==> src/rtl/id_ex_pipe_pkg.sv <==
// -----------------------------------------------------------------------------
// pipe_pkg : shared definitions for the decode/execute boundary of the 5-stage
// core. Holds the datapath widths, the NOP encoding, the opcode values that the
// decoder and hazard unit agree on, and the packed control bundle carried by
// the ID/EX pipeline register.
// No ports (package).
// -----------------------------------------------------------------------------
package pipe_pkg;

    localparam int OPC_W  = 7;
    localparam int REG_W  = 3;
    localparam int DATA_W = 16;

    // An all-zero opcode is the architectural bubble.
    localparam logic [OPC_W-1:0] NOP_OPC = 7'b0000000;

    // Opcode values shared with the decoder and the hazard unit.
    localparam logic [OPC_W-1:0] OPC_LDM = 7'b0000011;
    localparam logic [OPC_W-1:0] OPC_STM = 7'b0100011;
    localparam logic [OPC_W-1:0] OPC_ADD = 7'b0100000;
    localparam logic [OPC_W-1:0] OPC_SUB = 7'b0100001;
    localparam logic [OPC_W-1:0] OPC_BEQ = 7'b1100011;

    typedef struct packed {
        logic             valid;
        logic             load;
        logic             wb;
        logic [OPC_W-1:0] opcode;
        logic [REG_W-1:0] rsrc1;
        logic [REG_W-1:0] rsrc2;
        logic [REG_W-1:0] rdst;
    } id_ex_ctrl_t;

    // Control bundle of an empty EX slot (used for both flush and bubble).
    function automatic id_ex_ctrl_t ctrl_empty();
        id_ex_ctrl_t c;
        c.valid  = 1'b0;
        c.load   = 1'b0;
        c.wb     = 1'b0;
        c.opcode = NOP_OPC;
        c.rsrc1  = 3'd0;
        c.rsrc2  = 3'd0;
        c.rdst   = 3'd0;
        return c;
    endfunction

endpackage

==> src/rtl/id_ex_pipe_if.sv <==
// -----------------------------------------------------------------------------
// id_ex_pipe_if : signal bundle between the decode stage / hazard unit and the
// ID/EX pipeline register.
//   slave  modport : pipeline register side (consumes id_* and stall/flush,
//                    produces ex_*, hold_fd, stall_err, perf_bubbles)
//   master modport : decode/hazard side (the mirror image)
// -----------------------------------------------------------------------------
interface id_ex_pipe_if;
    import pipe_pkg::*;

    logic              stallD;
    logic              stallE;
    logic              flushE;
    logic              id_valid;
    logic [OPC_W-1:0]  id_opcode;
    logic [REG_W-1:0]  id_rsrc1;
    logic [REG_W-1:0]  id_rsrc2;
    logic [REG_W-1:0]  id_rdst;
    logic              id_load;
    logic              id_wb;
    logic [DATA_W-1:0] id_op1;
    logic [DATA_W-1:0] id_op2;

    logic              ex_valid;
    logic              ex_load;
    logic              ex_wb;
    logic [OPC_W-1:0]  ex_opcode;
    logic [REG_W-1:0]  ex_rsrc1;
    logic [REG_W-1:0]  ex_rsrc2;
    logic [REG_W-1:0]  ex_rdst;
    logic [DATA_W-1:0] ex_op1;
    logic [DATA_W-1:0] ex_op2;
    logic              hold_fd;
    logic              stall_err;
    logic [15:0]       perf_bubbles;

    modport slave (
        input  stallD, stallE, flushE,
        input  id_valid, id_opcode, id_rsrc1, id_rsrc2, id_rdst,
        input  id_load, id_wb, id_op1, id_op2,
        output ex_valid, ex_load, ex_wb, ex_opcode,
        output ex_rsrc1, ex_rsrc2, ex_rdst, ex_op1, ex_op2,
        output hold_fd, stall_err, perf_bubbles
    );

    modport master (
        output stallD, stallE, flushE,
        output id_valid, id_opcode, id_rsrc1, id_rsrc2, id_rdst,
        output id_load, id_wb, id_op1, id_op2,
        input  ex_valid, ex_load, ex_wb, ex_opcode,
        input  ex_rsrc1, ex_rsrc2, ex_rdst, ex_op1, ex_op2,
        input  hold_fd, stall_err, perf_bubbles
    );

endinterface

==> src/rtl/id_ex_pipe_stall_watchdog.sv <==
// -----------------------------------------------------------------------------
// stall_watchdog : counts consecutive load-use stall cycles and raises a sticky
// error once a run reaches MAX_STALL. A memory stall freezes the run (the
// decode stall is not making progress, but neither is it the cause).
// Ports:
//   clk, rst_n    clock, asynchronous active-low reset
//   stall_d_i     load-use stall from the hazard unit
//   stall_e_i     memory-stage stall
//   stall_err_o   sticky error flag, cleared only by reset
// -----------------------------------------------------------------------------
module stall_watchdog #(
    parameter int unsigned MAX_STALL = 4
) (
    input  logic clk,
    input  logic rst_n,
    input  logic stall_d_i,
    input  logic stall_e_i,
    output logic stall_err_o
);

    logic [2:0] run_cnt_q, run_cnt_d;
    logic       err_q, err_d;

    // Next-state: run counter (saturating at 7) and sticky error.
    always_comb begin
        run_cnt_d = run_cnt_q;
        err_d     = err_q;
        if (!stall_d_i) begin
            run_cnt_d = 3'd0;
        end else if (stall_e_i) begin
            run_cnt_d = run_cnt_q;
        end else begin
            if (run_cnt_q != 3'd7) begin
                run_cnt_d = run_cnt_q + 3'd1;
            end else begin
                run_cnt_d = run_cnt_q;
            end
            // Flag on the edge that brings the run up to MAX_STALL.
            if ((32'(run_cnt_q) + 32'd1) == MAX_STALL) begin
                err_d = 1'b1;
            end else begin
                err_d = err_q;
            end
        end
    end

    // State register for run counter and error flag.
    always_ff @(posedge clk or negedge rst_n) begin
        if (!rst_n) begin
            run_cnt_q <= 3'd0;
            err_q     <= 1'b0;
        end else begin
            run_cnt_q <= run_cnt_d;
            err_q     <= err_d;
        end
    end

    assign stall_err_o = err_q;

endmodule

==> src/rtl/id_ex_pipe.sv <==
// -----------------------------------------------------------------------------
// id_ex_pipe : decode-to-execute pipeline register of the 5-stage core.
// Captures decoded fields every cycle and feeds ex_valid/ex_load/ex_rdst back
// to the hazard unit. Edge priority for the EX register:
//   flushE (empty slot) > stallE (hold) > stallD (bubble) > capture.
// hold_fd = stallE | stallD freezes PC and IF/ID combinationally.
// Ports:
//   clk, rst_n  clock, asynchronous active-low reset
//   bus         id_ex_pipe_if.slave: stall/flush and id_* in; ex_*, hold_fd,
//               stall_err, perf_bubbles out
// Build option:
//   ID_EX_PERF_EN  when defined, perf_bubbles counts inserted bubbles
//                  (saturating); otherwise perf_bubbles is tied to zero.
// -----------------------------------------------------------------------------
module id_ex_pipe
    import pipe_pkg::*;
#(
    parameter int unsigned MAX_STALL = 4
) (
    input  logic         clk,
    input  logic         rst_n,
    id_ex_pipe_if.slave  bus
);

    id_ex_ctrl_t       ctrl_q, ctrl_d;
    logic [DATA_W-1:0] op1_q, op1_d;
    logic [DATA_W-1:0] op2_q, op2_d;
    logic              stall_err_s;

    // Next-state for the EX register following the flush/hold/bubble/capture order.
    always_comb begin
        ctrl_d = ctrl_q;
        op1_d  = op1_q;
        op2_d  = op2_q;
        if (bus.flushE) begin
            ctrl_d = ctrl_empty();
            op1_d  = 16'h0000;
            op2_d  = 16'h0000;
        end else if (bus.stallE) begin
            ctrl_d = ctrl_q;
            op1_d  = op1_q;
            op2_d  = op2_q;
        end else if (bus.stallD) begin
            ctrl_d = ctrl_empty();
            op1_d  = 16'h0000;
            op2_d  = 16'h0000;
        end else begin
            ctrl_d.valid  = bus.id_valid;
            // An empty decode slot must never look like a load or a writer.
            ctrl_d.load   = bus.id_valid & bus.id_load;
            ctrl_d.wb     = bus.id_valid & bus.id_wb;
            ctrl_d.opcode = bus.id_opcode;
            ctrl_d.rsrc1  = bus.id_rsrc1;
            ctrl_d.rsrc2  = bus.id_rsrc2;
            ctrl_d.rdst   = bus.id_rdst;
            op1_d         = bus.id_op1;
            op2_d         = bus.id_op2;
        end
    end

    // EX pipeline register.
    always_ff @(posedge clk or negedge rst_n) begin
        if (!rst_n) begin
            ctrl_q <= ctrl_empty();
            op1_q  <= 16'h0000;
            op2_q  <= 16'h0000;
        end else begin
            ctrl_q <= ctrl_d;
            op1_q  <= op1_d;
            op2_q  <= op2_d;
        end
    end

    assign bus.ex_valid  = ctrl_q.valid;
    assign bus.ex_load   = ctrl_q.load;
    assign bus.ex_wb     = ctrl_q.wb;
    assign bus.ex_opcode = ctrl_q.opcode;
    assign bus.ex_rsrc1  = ctrl_q.rsrc1;
    assign bus.ex_rsrc2  = ctrl_q.rsrc2;
    assign bus.ex_rdst   = ctrl_q.rdst;
    assign bus.ex_op1    = op1_q;
    assign bus.ex_op2    = op2_q;

    // flushE deliberately does not mask the front-end hold.
    assign bus.hold_fd = bus.stallE | bus.stallD;

    stall_watchdog #(
        .MAX_STALL (MAX_STALL)
    ) u_stall_watchdog (
        .clk         (clk),
        .rst_n       (rst_n),
        .stall_d_i   (bus.stallD),
        .stall_e_i   (bus.stallE),
        .stall_err_o (stall_err_s)
    );

    assign bus.stall_err = stall_err_s;

`ifdef ID_EX_PERF_EN
    logic [15:0] bub_cnt_q, bub_cnt_d;
    logic        bubble_s;

    // A bubble is only inserted when neither flush nor memory stall overrides it.
    assign bubble_s = bus.stallD & ~bus.stallE & ~bus.flushE;

    // Next-state for the saturating bubble counter.
    always_comb begin
        bub_cnt_d = bub_cnt_q;
        if (bubble_s && (bub_cnt_q != 16'hFFFF)) begin
            bub_cnt_d = bub_cnt_q + 16'd1;
        end else begin
            bub_cnt_d = bub_cnt_q;
        end
    end

    // Bubble counter register.
    always_ff @(posedge clk or negedge rst_n) begin
        if (!rst_n) begin
            bub_cnt_q <= 16'h0000;
        end else begin
            bub_cnt_q <= bub_cnt_d;
        end
    end

    assign bus.perf_bubbles = bub_cnt_q;
`else
    assign bus.perf_bubbles = 16'h0000;
`endif

endmodule

==> src/flat_wrapper.sv <==
// flat-port wrapper written by rule: the top's interface ports become plain ports
module id_ex_pipe_flat import pipe_pkg::*;
#(
    parameter int unsigned MAX_STALL = 4
)
  (clk, rst_n, bus_stallD, bus_stallE, bus_flushE, bus_id_valid, bus_id_opcode, bus_id_rsrc1, bus_id_rsrc2, bus_id_rdst, bus_id_load, bus_id_wb, bus_id_op1, bus_id_op2, bus_ex_valid, bus_ex_load, bus_ex_wb, bus_ex_opcode, bus_ex_rsrc1, bus_ex_rsrc2, bus_ex_rdst, bus_ex_op1, bus_ex_op2, bus_hold_fd, bus_stall_err, bus_perf_bubbles);
  id_ex_pipe_if bus_i ();
  input  logic clk;
  input  logic rst_n;
  input wire logic [$bits(bus_i.stallD)-1:0] bus_stallD;
  input wire logic [$bits(bus_i.stallE)-1:0] bus_stallE;
  input wire logic [$bits(bus_i.flushE)-1:0] bus_flushE;
  input wire logic [$bits(bus_i.id_valid)-1:0] bus_id_valid;
  input wire logic [$bits(bus_i.id_opcode)-1:0] bus_id_opcode;
  input wire logic [$bits(bus_i.id_rsrc1)-1:0] bus_id_rsrc1;
  input wire logic [$bits(bus_i.id_rsrc2)-1:0] bus_id_rsrc2;
  input wire logic [$bits(bus_i.id_rdst)-1:0] bus_id_rdst;
  input wire logic [$bits(bus_i.id_load)-1:0] bus_id_load;
  input wire logic [$bits(bus_i.id_wb)-1:0] bus_id_wb;
  input wire logic [$bits(bus_i.id_op1)-1:0] bus_id_op1;
  input wire logic [$bits(bus_i.id_op2)-1:0] bus_id_op2;
  output wire logic [$bits(bus_i.ex_valid)-1:0] bus_ex_valid;
  output wire logic [$bits(bus_i.ex_load)-1:0] bus_ex_load;
  output wire logic [$bits(bus_i.ex_wb)-1:0] bus_ex_wb;
  output wire logic [$bits(bus_i.ex_opcode)-1:0] bus_ex_opcode;
  output wire logic [$bits(bus_i.ex_rsrc1)-1:0] bus_ex_rsrc1;
  output wire logic [$bits(bus_i.ex_rsrc2)-1:0] bus_ex_rsrc2;
  output wire logic [$bits(bus_i.ex_rdst)-1:0] bus_ex_rdst;
  output wire logic [$bits(bus_i.ex_op1)-1:0] bus_ex_op1;
  output wire logic [$bits(bus_i.ex_op2)-1:0] bus_ex_op2;
  output wire logic [$bits(bus_i.hold_fd)-1:0] bus_hold_fd;
  output wire logic [$bits(bus_i.stall_err)-1:0] bus_stall_err;
  output wire logic [$bits(bus_i.perf_bubbles)-1:0] bus_perf_bubbles;
  assign bus_i.stallD = bus_stallD;
  assign bus_i.stallE = bus_stallE;
  assign bus_i.flushE = bus_flushE;
  assign bus_i.id_valid = bus_id_valid;
  assign bus_i.id_opcode = bus_id_opcode;
  assign bus_i.id_rsrc1 = bus_id_rsrc1;
  assign bus_i.id_rsrc2 = bus_id_rsrc2;
  assign bus_i.id_rdst = bus_id_rdst;
  assign bus_i.id_load = bus_id_load;
  assign bus_i.id_wb = bus_id_wb;
  assign bus_i.id_op1 = bus_id_op1;
  assign bus_i.id_op2 = bus_id_op2;
  assign bus_ex_valid = bus_i.ex_valid;
  assign bus_ex_load = bus_i.ex_load;
  assign bus_ex_wb = bus_i.ex_wb;
  assign bus_ex_opcode = bus_i.ex_opcode;
  assign bus_ex_rsrc1 = bus_i.ex_rsrc1;
  assign bus_ex_rsrc2 = bus_i.ex_rsrc2;
  assign bus_ex_rdst = bus_i.ex_rdst;
  assign bus_ex_op1 = bus_i.ex_op1;
  assign bus_ex_op2 = bus_i.ex_op2;
  assign bus_hold_fd = bus_i.hold_fd;
  assign bus_stall_err = bus_i.stall_err;
  assign bus_perf_bubbles = bus_i.perf_bubbles;
  id_ex_pipe #(.MAX_STALL(MAX_STALL)) u_core (.clk(clk), .rst_n(rst_n), .bus(bus_i));
endmodule
==> config.mk <==
export PLATFORM = sky130hd
export DESIGN_NAME = id_ex_pipe_flat
export DESIGN_NICKNAME = d
export VERILOG_FILES = /design/src/rtl/id_ex_pipe_pkg.sv /design/src/rtl/id_ex_pipe_if.sv /design/src/rtl/id_ex_pipe_stall_watchdog.sv /design/src/rtl/id_ex_pipe.sv /design/src/flat_wrapper.sv
export SDC_FILE = /design/constraint.sdc
export NUM_CORES = 1
export LEC_CHECK = 0
export CORE_AREA = 2 2 80 82
export DETAILED_ROUTE_END_ITERATION = 10
export DIE_AREA = 0 0 82 84
export GPL_TIMING_DRIVEN = 0
export PLACE_DENSITY_LB_ADDON = 0.3
export SETUP_SLACK_MARGIN = 0.1
export SYNTH_ARGS = -nofsm -noshare
export SYNTH_HDL_FRONTEND = slang
export SYNTH_SLANG_ARGS = --single-unit
export TNS_END_PERCENT = 20
==> constraint.sdc <==
create_clock -name clk -period 1.5 [get_ports clk]
set_input_delay 0.3 -clock clk [delete_from_list [all_inputs] [get_ports clk]]
set_output_delay 0.3 -clock clk [all_outputs]
set_load 0.005 [all_outputs]
# ---- Word level (Yosys, flattened, before mapping)
# Index checks and enable logic that the tools add are counted.
dict set report classes {
  n_mul 0
  bitwise 4
  n_div 0
  eq_ne 5
  n_reduce_logical 2
  shift 0
  magnitude_cmp 0
  add_sub_neg 2
  mux 12
}
# cell n
set op_table {}
lappend op_table {{$mux W16} 6}
lappend op_table {{$mux W19} 3}
lappend op_table {{$mux W3} 3}
lappend op_table {{$add A3 B1 Y4 const B} 1}
lappend op_table {{$eq A4 B3 Y1 const B} 1}
lappend op_table {{$ne A2 B1 Y1 const B} 2}
lappend op_table {{$add A3 B1 Y3 const B} 1}
lappend op_table {{$ne A3 B3 Y1 const B} 1}
lappend op_table {{$reduce_and A3 Y1} 1}
lappend op_table {{$and A1 B1 Y1} 2}
lappend op_table {{$ne A2 B2 Y1 const B} 1}
lappend op_table {{$reduce_and A2 Y1} 1}
lappend op_table {{$not A1 Y1} 1}
lappend op_table {{$or A1 B1 Y1} 1}
dict set report totals {
  latchBits 0
  ram_bits 0
  output_inout_bits 69
  memories 0
  in_bits 56
  word_cells 36
  reg_bits 55
  rom_bits 0
}

# ---- Depth between registers and ports, before layout
dict set report depth {
  depth_word 4
  mapped_depth 5
  depth_no_buf 4
}

# ---- Modules after synthesis
# A second synthesis with hierarchy kept.
dict set report unflattened {
  cells_unflattened 263
  area_unflattened_um2 2636.3
}
# module area_each_um2 seq_area_each_um2 cells_per_inst instances
set modules_own_cells {}
lappend modules_own_cells {id_ex_pipe 2416.1 1276.2 244 1}
lappend modules_own_cells {stall_watchdog 220.2 100.1 19 1}

# ---- Worst setup path after synthesis
# Ideal clock, no wire load.
dict set report synth_timing {
  kind {register to register}
  startpoint {register u_core.u_stall_watchdog.run_cnt_q[0]}
  endpoint {register u_core.u_stall_watchdog.run_cnt_q[2]}
  synth_period_minus_slack_ns 1.402
  slack_ns 0.098
  setup_time_ns 0.084
  t_required_ns 1.416
  path_stages_with_launch 5
  arrival_time_ns 1.318
  n_path_buf 0
  path_cell_list {dfrtp_1 -> ha_1 -> ha_1 -> or3b_1 -> a21boi_0}
}
dict set report synth_between {
  elab_chain_len 4
  word_cells_on_any_way 7
  classes_between {add/sub (1); eq/ne (2); mux (3); reduce/logical (1)}
}
# element line
set synth_rtl {}
lappend synth_rtl {{from (decl)} id_ex_pipe_stall_watchdog.sv:21} ;# logic [2:0] run_cnt_q, run_cnt_d;
lappend synth_rtl {{from (signal assigned)} id_ex_pipe_stall_watchdog.sv:53} ;# run_cnt_q <= run_cnt_d;
lappend synth_rtl {{$add A3 B1 Y3} id_ex_pipe_stall_watchdog.sv:34} ;# run_cnt_d = run_cnt_q + 3'd1;
lappend synth_rtl {{$mux W3} id_ex_pipe_stall_watchdog.sv:33} ;# if (run_cnt_q != 3'd7) begin
lappend synth_rtl {{$mux W3} id_ex_pipe_stall_watchdog.sv:30} ;# end else if (stall_e_i) begin
lappend synth_rtl {{$mux W3} id_ex_pipe_stall_watchdog.sv:28} ;# if (!stall_d_i) begin
# Several ways; a longest one is shown, not always the timed one. The select of a mux whose other input is x is not followed.
# A chain may end at the register's enable or synchronous reset.

# ---- Final worst setup path
# Same ends and word-level chain as after synthesis.

==> run_results.csv <==
group,metric,value,unit
setup_path,path_class,"flip-flop to flip-flop",
global_routing,grt_max_degree,35,
clock_network,clkSinkCount,55,
final_layout,fin_area,3690,um^2
setup_path,endpoint_kind,"flip-flop",
setup_path,max_stage_delay,430,ps
timing,fmax,0.699,GHz
setup_path,cp_top_family,"adder cells",
route,postRouteAntennaNets,0,
clock_network,clock_latency,300,ps
clock_network,tritoncts,"yes",
setup_path,cp_num_buf_inv,0,
run,maxCapViolations,0,
clock_network,cts_root_buf,"clkbuf_8",
final_layout,diodes,0,
timing,slew_headroom,66.6,%
place,globalplace.congestion,0.792,
timing,rsz0062_at_grt,"true",
synthesis,ys_warn_count,0,
floorplan,fp-row-count,29,
setup_path,r2r-start,"u_core.u_stall_watchdog.run_cnt_q[0]$_DFFE_PN0P_",
floorplan,core_area,6100,um^2
global_routing,grt_pass1_vias,1755,
setup_path,cp-start-kind,"flip-flop",
setup_path,cp_data_arrival_time,1660,ps
final_layout,final_cell_mix,"55 x dfrtp_1, 52 x clkdlybuf4s50_1, 49 x a22o_1",
global_routing,grt_usage,16.2,%
floorplan,die_area,6890,um^2
setup_path,cp_slowest_cell,"dfrtp_1",
worst_hold_path,hold_path_startpoint,"bus_stallE",
place,dpl_cell_area,3440,um^2
setup_path,cp-startpoint,"u_core.u_stall_watchdog.run_cnt_q[0]$_DFFE_PN0P_",
synthesis,ys_top_cells_by_area,"dfrtp_1 63%, a22o_1 20%, buf_4 5.8%",
setup_path,ff2ff_path_depth,4,
route,wl,5730,um
worst_hold_path,hold_end,"u_core.u_stall_watchdog.run_cnt_q[1]$_DFFE_PN0P_",
route,via_count,1738,
worst_hold_path,hp-class,"input pin to flip-flop",
synthesis,seq_area_frac_synth,62.6,%
power,powerDensity,767,nW/um^2
timing,slew_viol_final,0,
synthesis,syn_inst,153,
floorplan,io_pins,125,
route,post_drt_wl_per_cell,15.5,um
clock_network,cts_buffers,5,
place,port_buffers,107,
synthesis,synth_area_leader_cell,"dfrtp_1",
floorplan,start_util,36.1,%
setup_path,cp.required,1730,ps
timing,fin_crit_sh,95.4,%
power,p_sw_share,23.5,%
final_layout,drive_gt1_share,17.7,%
place,place_ws,-403,ps
setup_path,path_max_fanout,3,
power,pwr-share-comb,16.4,%
synthesis,ys_ff_latch,55,
floorplan,fp.dieW,82,um
timing,hold_viol,0,
power,power_frac_seq,55.3,%
global_routing,grt_pass1_wl,8580,um
final_layout,final_common_cell,"dfrtp_1",
setup_path,rrSetupSlack,70,ps
route,vias_per_cell,4.70,
clock_network,clkSlewWorstSetupHoldPaths,90,ps
timing,finClkSkew,0.287,ps
worst_hold_path,holdPathStages,3,
synthesis,post-synth-top-area-fraction,62.6,%
timing,fin_ws,69.5,ps
setup_path,crit_path_cell_trace,"ha_2 > ha_4 > or3b_1 > a21boi_1",
timing,tightest_slew,501,ps
synthesis,syn_area,2200,um^2
global_routing,antenna_found_initial,0,
synthesis,avgSynthCellArea,14.4,um^2
power,p_leak,2.37,nW
timing,period_needed,1430,ps
setup_path,worstReg2RegEnd,"u_core.u_stall_watchdog.run_cnt_q[2]$_DFFE_PN0P_",
timing,setup_viol,0,
power,vdd_drop_max,0.429,mV
status,run_status,"complete, no violations",
power,pwr-share-clk,28.2,%
route,drtIter0Drc,71,
final_layout,fin_nets,351,
final_layout,area_delta_synth_final,67.8,%
floorplan,fp.dieH,84,um
clock_network,cts_buffer_depth,2,
power,internal_power,2.16,mW
global_routing,overflow,0,
synthesis,yosysUniqueCellTypes,17,
route,drc,0,
route,drt_first_pass_iters,4,
final_layout,final_util,60.5,%
place,place_hpwl,4190,um
clock_network,htreeDepth,2,
power,p_sw,0.665,mW
logic make-up (layout without fill, tap and decap cells):
family	Yosys count	count (layout)	share of synthesized area [%]
fa+ha+maj	3	3	1.71
other cells	1	16	0.171
flops	55	55	62.6
compound gates	58	58	22.6
simple gates	8	8	2.62
buf+inv	28	153	10.3
worst reg2reg max path: cells and delay by family, from the launching register on:
kind / cells / cell delay (ps)
DFF: 1 / 430
and+or+nand+nor: 1 / 330
AOI/OAI and AO/OA: 1 / 140
adders and majority gates: 2 / 470
power groups by stage:
stage	clock network [mW]	logic [mW]	registers, mW
2_1_floorplan	0	0.148	1.60
4_1_cts	0.838	0.463	1.57
3_5_place_dp	0	0.467	1.60
3_3_place_gp	0	0.457	1.60
5_1_grt	0.895	0.506	1.57
6_report	0.799	0.465	1.57
through the flow:
step / power [mW] / hold slack, ps / TNS [ps] / std cells
after floorplan: 1.75 / 4.41 / 0 / 168
after global placement: 2.05 / 467 / -97550 / 352
after detailed placement: 2.06 / 295 / -13630 / 353
after CTS: 2.87 / 278 / 0 / 366
after global routing: 2.98 / 283 / 0 / 370
final: 2.83 / 286 / 0 / 370
cell type report:
cell class	instances	area [um^2]
multi-input combinational	85	679
tap	77	96.3
fill	512	2410
clock buffer	5	68.8
clock inverter	3	18.8
sequential	55	1380
buffer	28	226
timing repair buffer	117	1220
registers in the layout (all words and copies together) (netlist names):
| signal | flops |
|---|---|
| u_core.bus.ex_load | 1 |
| u_core.bus.ex_op1 | 16 |
| u_core.bus.ex_op2 | 16 |
| u_core.bus.ex_opcode | 7 |
| u_core.bus.ex_rdst | 3 |
| u_core.bus.ex_rsrc1 | 3 |
| u_core.bus.ex_rsrc2 | 3 |
| u_core.bus.ex_valid | 1 |
| u_core.bus.ex_wb | 1 |
| u_core.u_stall_watchdog.run_cnt_q | 3 |
| u_core.u_stall_watchdog.stall_err_o | 1 |
worst max-delay path by stage:
stage	endpoint	slack, ps	cells past startpoint
2_1_floorplan	u_core.u_stall_watchdog.run_cnt_q[2]$_DFFE_PN0P_	120	4
3_3_place_gp	u_core.bus.ex_op1[10]$_DFFE_PN0P_	-1530	1
3_5_place_dp	bus_hold_fd	-400	3
4_1_cts	bus_ex_rdst[2]	9	1
5_1_grt	u_core.u_stall_watchdog.run_cnt_q[2]$_DFFE_PN0P_	6	4
6_report	u_core.u_stall_watchdog.run_cnt_q[2]$_DFFE_PN0P_	70	4
synth_stat cells:
cell / instances
buf_2: 4
buf_4: 17
buf_6: 7
ha_1: 3
or3_1: 1
or3b_1: 2
dfrtp_1: 55
conb_1: 1
a32o_1: 2
nor2b_1: 2
a22o_1: 49
o21ai_0: 3
nor3_2: 1
a41o_1: 1
or2_2: 1
a21boi_0: 3
nand3_1: 1
routing by layer:
layer | GRT usage, % | share of wire (%)
met1 | 21.2 | 42
met2 | 25.9 | 49
met3 | 4.11 | 7.3
met4 | 5.76 | 1.5
met5 | 0 | 0
what timing repair did:
item | CTS | global route
setup endpoints to repair | 98 | 55
pin swaps | 0 | 2
endpoints found under the hold margin | 21 | 0
hold buffers | 1 | 0
buffers inserted | 4 | 4
gates resized for setup | 21 | 44
(Power assumes the default switching activity.)
